===== config.mk =====
export PLATFORM = sky130hd
export DESIGN_NAME = apb_completer_regs
export DESIGN_NICKNAME = d
export VERILOG_FILES = /design/src/rtl/apb_completer_regs.sv
export SDC_FILE = /design/constraint.sdc
export NUM_CORES = 1
export LEC_CHECK = 0
export CAP_MARGIN = 40
export CELL_PAD_IN_SITES_DETAIL_PLACEMENT = 0
export CELL_PAD_IN_SITES_GLOBAL_PLACEMENT = 1
export CORE_MARGIN = 2
export CORE_UTILIZATION = 42
export DETAILED_ROUTE_END_ITERATION = 12
export PLACE_DENSITY_LB_ADDON = 0.1
export SLEW_MARGIN = 10
export SYNTH_ARGS = -nofsm -noshare
export SYNTH_HDL_FRONTEND = slang
export SYNTH_SLANG_ARGS = --single-unit

===== constraint.sdc =====
create_clock -name clk -period 3 [get_ports clk]
set_clock_uncertainty 0.1 [all_clocks]
set_input_delay 0.6 -clock clk [delete_from_list [all_inputs] [get_ports clk]]
set_output_delay 0.6 -clock clk [all_outputs]
set_load 0.005 [all_outputs]

===== src/rtl/apb_completer_regs.sv =====
// APB-style register completer: CTRL, WAIT, STATUS, ID and four scratch
// registers behind a three-state (IDLE/WAIT/DONE) handshake with a
// programmable number of wait states and an error response above 0x07.
module apb_completer_regs #(
  parameter logic [1:0] SLAVE_ID = 2'b01,
  parameter logic [7:0] ID_VALUE = 8'hA5
) (
  input  logic       clk,
  input  logic       reset,
  input  logic [1:0] sel,
  input  logic       enable,
  input  logic       write,
  input  logic [7:0] addr,
  input  logic [7:0] wdata,
  output logic [7:0] rdata,
  output logic       ready,
  output logic       slverr,
  output logic [7:0] ctrl_out
);

  typedef enum logic [1:0] {
    ST_IDLE,
    ST_WAIT,
    ST_DONE
  } state_t;

  state_t     state;
  logic [2:0] wait_cnt;
  logic [7:0] cap_addr;
  logic       cap_write;
  logic [7:0] cap_wdata;

  logic [7:0] ctrl;
  logic [2:0] wait_states;
  logic [7:0] status;
  logic [7:0] scratch [4];

  logic       selected;
  logic       setup;
  logic       addr_err;
  logic [7:0] rd_val;

  assign selected = (sel == SLAVE_ID);
  assign setup    = selected && !enable;
  assign addr_err = |cap_addr[7:3];
  assign ctrl_out = ctrl;

  // Read multiplexer for the captured address.
  // NOTE: every output of a combinational block gets a default first, so no
  // path through the case can leave it unassigned and infer a latch.
  always_comb begin
    rd_val = 8'h00;
    case (cap_addr)
      8'h00:                      rd_val = ctrl;
      8'h01:                      rd_val = {5'b00000, wait_states};
      8'h02:                      rd_val = status;
      8'h03:                      rd_val = ID_VALUE;
      8'h04, 8'h05, 8'h06, 8'h07: rd_val = scratch[cap_addr[1:0]];
      default:                    rd_val = 8'h00;
    endcase
  end

  // Handshake state machine, register file and registered response outputs.
  // NOTE: all state here is updated with non-blocking assignments so every
  // right-hand side sees the pre-edge value, matching flip-flop behaviour.
  always_ff @(posedge clk or posedge reset) begin
    if (reset) begin
      state       <= ST_IDLE;
      wait_cnt    <= 3'd0;
      cap_addr    <= 8'h00;
      cap_write   <= 1'b0;
      cap_wdata   <= 8'h00;
      ctrl        <= 8'h00;
      wait_states <= 3'd0;
      status      <= 8'h00;
      rdata       <= 8'h00;
      ready       <= 1'b0;
      slverr      <= 1'b0;
      // NOTE: the scratch array is architecturally visible after reset, so it
      // is cleared like any other register; it is small enough to be flops.
      for (int i = 0; i < 4; i++) begin
        scratch[i] <= 8'h00;
      end
    end else begin
      case (state)
        ST_IDLE: begin
          ready  <= 1'b0;
          slverr <= 1'b0;
          // A lone enable without a preceding setup is simply ignored here.
          if (setup) begin
            state     <= ST_WAIT;
            cap_addr  <= addr;
            cap_write <= write;
            cap_wdata <= wdata;
            wait_cnt  <= wait_states;
          end
        end

        ST_WAIT: begin
          if (!selected) begin
            // Master walked away: abandon the transfer without side effects.
            state  <= ST_IDLE;
            ready  <= 1'b0;
            slverr <= 1'b0;
          end else if (enable) begin
            if (wait_cnt != 3'd0) begin
              wait_cnt <= wait_cnt - 3'd1;
            end else begin
              state  <= ST_DONE;
              ready  <= 1'b1;
              status <= status + 8'd1;
              if (addr_err) begin
                slverr <= 1'b1;
                rdata  <= 8'h00;
              end else begin
                slverr <= 1'b0;
                if (cap_write) begin
                  // STATUS and ID silently ignore writes.
                  case (cap_addr)
                    8'h00:                      ctrl        <= cap_wdata;
                    8'h01:                      wait_states <= cap_wdata[2:0];
                    8'h04, 8'h05, 8'h06, 8'h07: scratch[cap_addr[1:0]] <= cap_wdata;
                    default:                    ;
                  endcase
                end else begin
                  rdata <= rd_val;
                end
              end
            end
          end
          // Selected but enable still low: hold the counter and keep waiting.
        end

        ST_DONE: begin
          ready  <= 1'b0;
          slverr <= 1'b0;
          if (setup) begin
            // Back-to-back transfer: the next setup is already on the bus.
            state     <= ST_WAIT;
            cap_addr  <= addr;
            cap_write <= write;
            cap_wdata <= wdata;
            wait_cnt  <= wait_states;
          end else begin
            state <= ST_IDLE;
          end
        end

        default: begin
          state  <= ST_IDLE;
          ready  <= 1'b0;
          slverr <= 1'b0;
        end
      endcase
    end
  end

endmodule


# After elaboration in Yosys (flattened, before gate mapping)
# Cells that the tools add are included.
[word_totals]
regBits = 83
input_bits = 22
output_inout_bits = 18
[op_classes]
n_addsub = 2
order_cmp = 2
eq_ne = 18
muxes = 29
bitwise_logic = 3
reduce_logical = 19
[op_table]
columns = ["operator", "count"]
rows = [
  ["8-bit 2-to-1 mux", 5],
  ["8-bit one-hot mux with 5 select lines", 1],
  ["32-bit bitwise mux", 1],
  ["8-bit by 3-bit == test with 1-bit output, second input constant", 4],
  ["7-bit AND reduction", 3],
  ["8-bit binary-select mux with 2-bit select", 1],
  ["8-bit demux with 2-bit select", 1],
  ["8-bit by 2-bit == test with 1-bit output, second input constant", 2],
  ["3-bit 2-to-1 mux", 4],
  ["1-bit 2-to-1 mux", 10],
  ["5-bit AND reduction", 2],
  ["8-bit by 1-bit adder with 8-bit output, second input constant", 1],
  ["8-bit by 1-bit == test with 1-bit output, second input constant", 1],
  ["8-bit logical NOT", 1],
  ["2-bit 2-to-1 mux", 4],
  ["2-bit != test, second input constant", 4],
  ["3-bit != test, second input constant", 2],
  ["2-bit one-hot mux with 3 select lines", 1],
  ["3-bit one-hot mux with 2 select lines", 1],
  ["5-bit OR reduction", 1],
  ["2-bit by 1-bit == test with 1-bit output, second input constant", 2],
  ["2-bit by 1-bit != test with 1-bit output, second input constant", 2],
  ["2-bit AND reduction", 2],
  ["4-bit AND reduction", 1],
  ["14 further kinds", 16],
]

# Longest topological paths before layout
[logic_depth]
depth_word = 7
ltp_mapped = 6
ltp_nobuf = 6

# Worst setup path after synthesis
# No wires, ideal clock.
[synth_path]
kind = "in2reg"
start = "input sel[1]"
end = "register wait_states[0]"
setup_time_ns = 0.128
arrival_time_ns = 2.145
path_slack_ns = 0.627
path_stages = 4
n_path_buf = 0
cell_sequence = "nand4bb_4 -> nor4_4 -> and4b_1 -> mux2_1"
[synth_via]
elab_chain_len = 2
[synth_lines]
columns = ["item", "line", "text"]
rows = [
  ["start: declaration", "10", "input logic [1:0] sel,"],
  ["2-bit by 1-bit == test with 1-bit output", "43", "assign selected = (sel == SLAVE_ID);"],
  ["7-bit AND reduction (no line)", "--", ""],
  ["end signal: assignment", "121", "8'h01: wait_states <= cap_wdata[2:0];"],
  ["end: declaration", "34", "logic [2:0] wait_states;"],
]
# Every way passes these cells.
# A chain may end at the register's enable or synchronous reset.

# Worst setup path in the final report
[layout_path]
start = "input enable"
end = "register wait_states[2]"
[layout_via]
elab_chain_len = 1
[layout_lines]
columns = ["item", "line", "text"]
rows = [
  ["start: declaration", "11", "input logic enable,"],
  ["7-bit AND reduction (no line)", "--", ""],
]
# Every way passes these cells.

==> metrics.cfg <==
[outcome]
status=complete, no violations

[pwr]
p_switching_uw=704
ir_drop_mv=0.293
powerDensity_nw_per_um2=534
total_leakage_power_nw=2.14
combPwrFrac_pct=13.5
sequentialPowerShare_pct=53.3
p_clk_share_pct=33.2
power.internal_mw=1.75
swShare_pct=28.7

[clock_tree]
cts_hold_buf=0
cts_resized=0
clk_path_buf_depth=2
cts_buffers=9
clk_latency_ns=0.35
cts_tree=yes
cts_max_level=3
cts_sinks=83
clk_pin_slew_ns=0.09
cts.root.buffer_cell=clkbuf_8
cts_setup_buffers=0

[global_routing]
global_route.usage.met1_pct=25.6
gr-total-overflow=0
global_route.usage.met3_pct=4.04
grt_pass1_wl_mm=13.4
grt_antenna_before_repair=0
grtUsageTotal_pct=18.1
grt_pass1_vias=2459
grt-busiest-layer=met2
grt_max_degree=32
groute.layer.met2.usage_pct=28.1

[sta]
setup-violations-final=0
fin_crit_ns=2.41
max_freq_mhz=416
fin_crit_sh_pct=80.2
hold_viol=0
rsz0062_at_grt=false
relSlewSlack_pct=53.4
slew_viol_final=0
tns_ns=0
tightestPinTransition_ns=0.700

[finish]
fin_area_um2=4590
drive_above_1_share_pct=32.3
syn2layout_area_growth_pct=21.3
multiInputGateArea_um2=1660
layout.nets=348
regArea_um2=2080
num-fill-cells=756
antennaDiodeCount=0

[routing]
avgRoutedWirePerCell_um=18.7
vias_per_cell=5.47
ant_nets=0
postRouteWirelength_mm=8.17
num_vias=2386
drtIter0Drc=54
firstDrtPassIters=4
remaining_drc_errors=0

[setup_path]
cp-end-kind=register
crit_arrival_ns=2.54
crit_chain=clkdlybuf4s50_1 -> nand3b_1 -> nor4_4 -> buf_4 -> and4b_1 -> mux2_1
crit_fanout=6
cp-startpoint=enable
ff2ff_path_depth=7
reg2reg_slack_ns=0.69
start_kind=input pin
rr_endpoint=wait_states[2]
cpMaxStageDelayCell=clkdlybuf4s50_1
critPathMaxStageDelay_ns=0.53
critical_path_class=in2reg
worstPathRequired_ns=3.13
endpoint=wait_states[2]
r2r_start=wait_cnt[0]

[placed_design]
gp_congestion=0.747
place_hpwl_mm=5.75
dpl_cell_area_um2=4400
io_buffer_count=39

[yosys]
ys_warn_count=0
synth_top_cell_by_area=dfrtp_1
synth_common_cells=83 x dfrtp_1, 59 x mux2_2, 14 x mux2i_1
ys_async_sr_fraction_pct=100
synth_seq_area_share_pct=54.9
synth_area_um2=3790
synthCells=270
synth_top_area_share_pct=54.9
avgSynthCellArea_um2=14.0
synth_nets=295
yosys-top-cells-area=dfrtp_1 55%, mux2_2 18%, mux2i_1 3.7%
yosys_register_bits=83
synth_edf_count=0
synth_cell_types=46
synth_flop_cell=dfrtp_1
yosysMostFrequentCell=dfrtp_1

[hold_path]
min_delay_path_depth=1
hold_path_class=reg2reg
hold_start=status[7]

[floorplan]
start_util_pct=43.4
core-area_um2=8720
die_area_um2=9790
die_y_um=98.9
die-width_um=98.9
ioPinCount=40
row_count=34

[flow_run]
maxCapViolCount=0

-- critical path: cells and delay by family --
| kind | cells | cell delay, ns |
|---|---|---|
| simple gates | 3 | 0.83 |
| buf+inv | 2 | 0.77 |
| mux | 1 | 0.34 |
-- worst min path at each step --
stage           endpoint  slack (ns)
6_report       status[7]        0.37
2_1_floorplan  status[7]        0.34
3_3_place_gp   status[7]        0.36
3_5_place_dp   status[7]        0.36
5_1_grt        status[7]        0.40
4_1_cts        status[7]        0.37
-- power by group through the flow --
stage | sequential (mW) | clock, mW | combinational (mW)
after global routing | 1.33 | 0.893 | 0.365
after floorplan | 1.26 | 0 | 0.262
after detailed placement | 1.33 | 0 | 0.335
after CTS | 1.31 | 0.839 | 0.338
after global placement | 1.33 | 0 | 0.328
final | 1.31 | 0.814 | 0.331
-- layout by cell type (no fill, tap or decap), types with 2 or more instances in the layout --
| cell | n |
|---|---|
| o22ai_1 | 3 |
| mux2i_1 | 14 |
| mux4_2 | 3 |
| xnor2_1 | 3 |
| nor2_1 | 11 |
| inv_6 | 3 |
| a22oi_1 | 3 |
| and3_1 | 4 |
| dfrtp_1 | 83 |
| nand4b_4 | 2 |
| ha_1 | 3 |
| inv_1 | 4 |
| clkdlybuf4s50_1 | 39 |
| o21ai_0 | 8 |
| nand4_1 | 2 |
| nand2_1 | 6 |
| mux2_2 | 59 |
| nand2b_1 | 3 |
| nor4_1 | 3 |
| o221a_2 | 2 |
| o2bb2ai_1 | 8 |
| clkinv_2 | 3 |
| xor2_1 | 4 |
| clkbuf_8 | 9 |
| o221ai_1 | 2 |
| buf_4 | 10 |
| nand3_4 | 2 |
| a21bo_2 | 2 |
| mux2_1 | 3 |
| nand3b_1 | 3 |
| nor3_1 | 3 |
| buf_12 | 2 |
-- kinds of logic (layout without fill, tap and decap cells) --
family	count (synthesis)	count (layout)	share of synthesized area, %
buffers and inverters	14	72	1.49
adder cells (fa/ha/maj)	3	3	0.992
flip-flops	83	83	54.9
XOR/XNOR	7	7	1.62
AND/OR/NAND/NOR	51	51	10.6
AO/OA/AOI/OAI	33	33	6.51
multiplexers	79	79	23.9
-- sequential cells by signal, indices dropped and copies added (netlist names), 2 cells and up --
name	cells
scratch	32
cap_addr	8
cap_wdata	8
ctrl_out	8
rdata	8
status	8
wait_cnt	3
wait_states	3
state	2
-- layer usage --
| metal | wire, µm | part of all wire [%] |
|---|---|---|
| met5 | 0 | 0 |
| met4 | 112 | 1.4 |
| met3 | 364 | 4.5 |
| met2 | 3910 | 48 |
| met1 | 3790 | 46 |
-- layout make-up --
| cell class | instances | share of cell area, % |
|---|---|---|
| clock buffers | 9 | 2.70 |
| multi-input cells | 173 | 36.1 |
| inverters | 5 | 0.436 |
| well taps | 108 | 2.94 |
| clock inverters | 7 | 1.61 |
| flip-flops and latches | 83 | 45.2 |
| repair buffers | 51 | 11.0 |
-- through the flow --
stage                     power [mW]  utilization [%]  cells  setup WS, ns  hold slack (ns)
after CTS                       2.49             52.7    436         0.594            0.374
after global placement          1.66             50.3    419         0.263            0.361
final                           2.45             52.7    436         0.595            0.371
after global routing            2.58             52.7    436         0.494            0.395
after floorplan                 1.53                -    270         0.163            0.337
after detailed placement        1.67             50.4    420         0.229            0.358
Note: power is estimated with default switching activity, not from simulation.
